`config.mk`:
```
export PLATFORM = sky130hd
export DESIGN_NAME = ten_eth_tx_arbiter
export DESIGN_NICKNAME = d
export VERILOG_FILES = /design/src/rtl/ten_eth_tx_arbiter.sv
export SDC_FILE = /design/constraint.sdc
export NUM_CORES = 1
export LEC_CHECK = 0
export CORE_AREA = 10 10 141 143
export CTS_CLUSTER_SIZE = 25
export DETAILED_ROUTE_END_ITERATION = 10
export DIE_AREA = 0 0 151 153
export GPL_TIMING_DRIVEN = 0
export SLEW_MARGIN = 20
export SYNTH_ARGS = -nofsm -noshare
export SYNTH_HDL_FRONTEND = slang
export SYNTH_SLANG_ARGS = --single-unit
```
`constraint.sdc`:
```
create_clock -name i_clk -period 2.25 [get_ports i_clk]
set_input_delay 0.45 -clock i_clk [delete_from_list [all_inputs] [get_ports i_clk]]
set_output_delay 0.45 -clock i_clk [all_outputs]
set_load 0.03 [all_outputs]
```
`src/rtl/ten_eth_tx_arbiter.sv`:
```
// Packet-granular arbiter sharing the 10G Ethernet TX AXI-Stream input among
// P_CH_NUM requesters, with optional strict priority for channel 0.
module ten_eth_tx_arbiter #(
  parameter int unsigned P_CH_NUM     = 4,
  parameter int unsigned P_DATA_WIDTH = 64,
  parameter int unsigned P_KEEP_WIDTH = 8,
  parameter int unsigned P_CH0_PRIO   = 1
) (
  input  logic                             i_clk,
  input  logic                             i_rst,
  input  logic                             i_tx_en,
  input  logic [P_CH_NUM*P_DATA_WIDTH-1:0] s_axis_data,
  input  logic [P_CH_NUM*P_KEEP_WIDTH-1:0] s_axis_keep,
  input  logic [P_CH_NUM-1:0]              s_axis_last,
  input  logic [P_CH_NUM-1:0]              s_axis_valid,
  output logic [P_CH_NUM-1:0]              s_axis_ready,
  output logic [P_DATA_WIDTH-1:0]          m_axis_data,
  output logic [P_KEEP_WIDTH-1:0]          m_axis_keep,
  output logic                             m_axis_last,
  output logic                             m_axis_valid,
  input  logic                             m_axis_ready,
  output logic [P_CH_NUM-1:0]              o_grant,
  output logic                             o_busy
);

  localparam int unsigned PTR_W = $clog2(P_CH_NUM);

  typedef enum logic {
    ST_IDLE = 1'b0,
    ST_XMIT = 1'b1
  } state_t;

  state_t                state_q;
  state_t                state_d;
  logic [P_CH_NUM-1:0]   grant_q;
  logic [P_CH_NUM-1:0]   grant_d;
  logic [PTR_W-1:0]      grant_idx_q;
  logic [PTR_W-1:0]      grant_idx_d;
  logic [PTR_W-1:0]      rr_ptr_q;
  logic [PTR_W-1:0]      rr_ptr_d;
  logic                  busy_q;
  logic                  busy_d;

  logic                  win_found;
  logic [PTR_W-1:0]      win_idx;
  int unsigned           rr_sum;
  logic                  eop_xfer;

  assign o_grant  = grant_q;
  assign o_busy   = busy_q;
  assign eop_xfer = m_axis_valid & m_axis_ready & m_axis_last;

  // State register; reset drops the owner so pass-through outputs clear at once
  always_ff @(posedge i_clk or negedge i_rst) begin
    if (!i_rst) begin
      state_q     <= ST_IDLE;
      grant_q     <= '0;
      grant_idx_q <= '0;
      rr_ptr_q    <= '0;
      busy_q      <= 1'b0;
    end else begin
      state_q     <= state_d;
      grant_q     <= grant_d;
      grant_idx_q <= grant_idx_d;
      rr_ptr_q    <= rr_ptr_d;
      busy_q      <= busy_d;
    end
  end

  // Winner search: channel 0 first when prioritised, else rr_ptr, rr_ptr+1, ... wrapping
  always_comb begin
    win_found = 1'b0;
    win_idx   = '0;
    rr_sum    = 0;
    if ((P_CH0_PRIO != 0) && s_axis_valid[0]) begin
      win_found = 1'b1;
    end else begin
      for (int unsigned i = 0; i < P_CH_NUM; i++) begin
        rr_sum = 32'(rr_ptr_q) + i;
        if (rr_sum >= P_CH_NUM) begin
          rr_sum = rr_sum - P_CH_NUM;
        end
        if (!win_found && s_axis_valid[PTR_W'(rr_sum)]) begin
          win_found = 1'b1;
          win_idx   = PTR_W'(rr_sum);
        end
      end
    end
  end

  // Next-state logic
  always_comb begin
    state_d     = state_q;
    grant_d     = grant_q;
    grant_idx_d = grant_idx_q;
    rr_ptr_d    = rr_ptr_q;
    busy_d      = busy_q;
    case (state_q)
      ST_IDLE: begin
        if (i_tx_en && win_found) begin
          state_d     = ST_XMIT;
          grant_d     = P_CH_NUM'(1) << win_idx;
          grant_idx_d = win_idx;
          busy_d      = 1'b1;
        end
      end
      ST_XMIT: begin
        if (eop_xfer) begin
          state_d = ST_IDLE;
          grant_d = '0;
          busy_d  = 1'b0;
          // A prioritised channel 0 does not take a round-robin turn
          if (!((P_CH0_PRIO != 0) && (grant_idx_q == '0))) begin
            if (grant_idx_q == PTR_W'(P_CH_NUM - 1)) begin
              rr_ptr_d = '0;
            end else begin
              rr_ptr_d = PTR_W'(grant_idx_q + 1'b1);
            end
          end
        end
      end
      default: begin
        state_d = ST_IDLE;
        grant_d = '0;
        busy_d  = 1'b0;
      end
    endcase
  end

  // Combinational pass-through of the owning channel while transmitting
  always_comb begin
    m_axis_data  = '0;
    m_axis_keep  = '0;
    m_axis_last  = 1'b0;
    m_axis_valid = 1'b0;
    s_axis_ready = '0;
    if (state_q == ST_XMIT) begin
      m_axis_data  = s_axis_data[32'(grant_idx_q)*P_DATA_WIDTH +: P_DATA_WIDTH];
      m_axis_keep  = s_axis_keep[32'(grant_idx_q)*P_KEEP_WIDTH +: P_KEEP_WIDTH];
      m_axis_last  = s_axis_last[grant_idx_q];
      m_axis_valid = s_axis_valid[grant_idx_q];
      s_axis_ready[grant_idx_q] = m_axis_ready;
    end
  end

endmodule

```
==> results.toml <==
[outcome]
status = "finished with violations"
violations = "setup timing"

[critical_path]
reg2reg_from = "grant_idx_q[0]"
r2r_slack_ns = 0.36
arrival_ns = 1.87
crit_path_start_kind = "flip-flop"
crit_path_end_kind = "output port"
rr_worst_depth = 6
worst_path_largest_cell_delay_ns = 0.52
r2r_end = "rr_ptr_q[0]"
cp_data_required_time_ns = 1.80
critPathKind = "reg2out"
worstPathCellList = "buf_6 > buf_12 > buf_12 > mux4_2 > and2_4 > buf_6"
crit_fanout = 8
slowest_stage = "mux4_2"

[synthesis]
mappedNetlistNets = 525
synth_fa_ha_area_frac = 0.0179
synth-xor-area-share = 0
synth-edff-count = 0
synth_most_common_cell = "and2_1"
synth_area_leaders = "mux4_2 60%, and2_1 17%, dfrtp_1 9.0%"
synthArstFlopShare = 1.00
ys_ff_latch = 10
syn_avg_cell_area_um2 = 12.6
ys.warnings.count = 0
syn_inst = 221
yosysUniqueCellTypes = 28
synth_top_area_share = 0.597
synth_compound_area_frac = 0.0349
synth_top_family_by_area = "multiplexers"
dominantRegCellSynth = "dfrtp_1"
ys_seq_area_frac = 0.0896
synthesis.area_mm2 = 0.00279
synth_top_area_cell = "mux4_2"
synth_common_cells = "75 x and2_1, 74 x mux4_2, 10 x dfrtp_1"
yosys-mux-area-fraction = 0.608
synth-simple-area-share = 0.203

[sta]
min_period_over_period = 1.03
fmax_mhz = 431
slew_headroom = 0.610
slew_violations = 0
setup_viol = 60
period_needed_ns = 2.32
hold_viol = 0
finClkSkew_ns = 0.00122
tightestPinTransition_ns = 0.584
rsz0062_at_grt = "yes"
worst_slack_ns = -0.0691

[pwr]
p_leak_uw = 0.00295
p_per_area_mw_per_mm2 = 1230
power_uw = 9280
ir_drop_uv = 855

[hold_path]
min_from = "o_busy"
holdPathEnd = "o_busy"
hp-class = "reg2reg"
hold_depth = 2

[clock_network]
cts_root_buf = "clkbuf_16"
clk_latency_ns = 0.24
clkSinkCount = 10
htreeDepth = 1
cts.path.max_buffers = 2
tritoncts = "done"
numCtsBuffers = 3
cts.clk_slew.worst_paths_ns = 0.04

[global_routing]
grt_pass1_wl_um = 29500
overflow = 0
global_route.usage.total = 0.166
grt_max_degree = 11
antenna_found_initial = 1
grt_pass1_vias = 4466

[cells_and_area]
drive_gt1_frac = 0.399
fin_nets = 929
final_util = 0.442
regArea_um2 = 253
design_area_mm2 = 0.00754
area_growth_pct = 170
fillerInstances = 1605
multi_input_area_mm2 = 0.00254
stdcell_count = 850

[place]
io_buffers = 382
place_hpwl_um = 17500
place_area_mm2 = 0.00690
place.gp.congestion = 0.922
place_inst = 828
pre_cts_ws_ns = -0.730

[routing]
drtPass1Iterations = 4
drt_wl_total_um = 20600
drtIter0Drc = 163
vias = 3873
viasPerCell = 4.56
drc = 0
postRouteAntennaNets = 0
wl_per_cell_um = 24.2

[floorplan]
pin_count = 383
die-area_mm2 = 0.0231
placeableCoreArea_mm2 = 0.0171
dieHeight_um = 153
start_util = 0.164
rows = 48
die_w_um = 151

[flow_run]
maxCapViolCount = 0
power by group:
part / internal, uW / switching [uW] / total, uW
Sequential: 263 / 64.9 / 328
Clock: 267 / 85.8 / 353
Combinational: 4600 / 4000 / 8600
Total: 5140 / 4150 / 9280
layout make-up:
type / count / share of cell area
Inverter: 3 / 0.00149
Sequential cell: 10 / 0.0335
Antenna cell: 1 / 0.000332
Timing Repair Buffer: 399 / 0.542
Clock buffer: 4 / 0.0118
Multi-Input combinational cell: 183 / 0.337
Tap cell: 225 / 0.0374
Buffer: 25 / 0.0355
worst max path at each step:
stage	start	to	slack, ns	depth (start not counted)
finish	grant_idx_q[0]	m_axis_data[53]	-0.07	6
CTS	grant_idx_q[0]	m_axis_data[57]	-0.14	7
floorplan	grant_idx_q[0]	m_axis_data[33]	0.09	5
global placement	grant_idx_q[1]	m_axis_data[61]	-0.72	5
global route	grant_idx_q[0]	m_axis_data[53]	-0.12	6
detailed placement	grant_idx_q[1]	m_axis_data[53]	-0.73	5
stage by stage:
| step | setup TNS [ns] | hold WS [ns] |
|---|---|---|
| after floorplan | 0 | 0.154 |
| after global placement | -41.76 | 0.477 |
| after detailed placement | -42.79 | 0.479 |
| after CTS | -5.34 | 0.494 |
| after global routing | -5.73 | 0.534 |
| final | -2.02 | 0.485 |
flip-flops by register name (all words and copies together), names as in the netlist:
name         count
o_busy           1
grant_idx_q      2
state_q          1
rr_ptr_q         2
o_grant          4
cells by family after synthesis:
family / Yosys count
adder cells (fa/ha/maj): 4
AND/OR/NAND/NOR: 92
flip-flops: 10
multiplexers: 76
AO/OA/AOI/OAI: 11
buffers and inverters: 28
critical path, delay by kind of cell, from the launching register on:
family	cells	cell delay, ns
buffers and inverters	4	0.57
muxes	1	0.52
DFF	1	0.35
and+or+nand+nor	1	0.18
layout by cell type (no fill, tap or decap), types with 2 or more instances in the layout:
master           netlist  routed
clkdlybuf4s50_1        0     300
mux4_2                74      74
buf_6                  1      56
and2_4                 0      53
buf_4                  2      27
and2_1                75      22
buf_12                 0      15
dfrtp_1               10       8
clkbuf_1               9       7
buf_2                  9       6
and3_1                 5       5
clkbuf_16              0       5
dlygate4sd2_1          0       5
nand2_1                4       4
a22o_1                 4       4
ha_1                   4       4
inv_1                  3       3
clkbuf_4               0       3
nor2_1                 2       2
mux2_4                 2       2
dfrtp_2                0       2
layer usage:
metal | track usage | vias up | routed length (um)
met5 | 0 | - | 0
met4 | 0.0220 | 0 | 164
met3 | 0.0508 | 11 | 2040
met2 | 0.315 | 225 | 11200
met1 | 0.177 | 1934 | 7170
li1 | - | 1703 | -
what timing repair did:
action                                  in CTS  in global routing
resized for setup                          612                 12
hold buffers                                 0                  0
endpoints found under the setup margin      80                 76
hold endpoints to repair                     0                  0
buffers inserted                            13                  1
gates cloned                                 6                  2
Power figures use the tool's default switching activity.
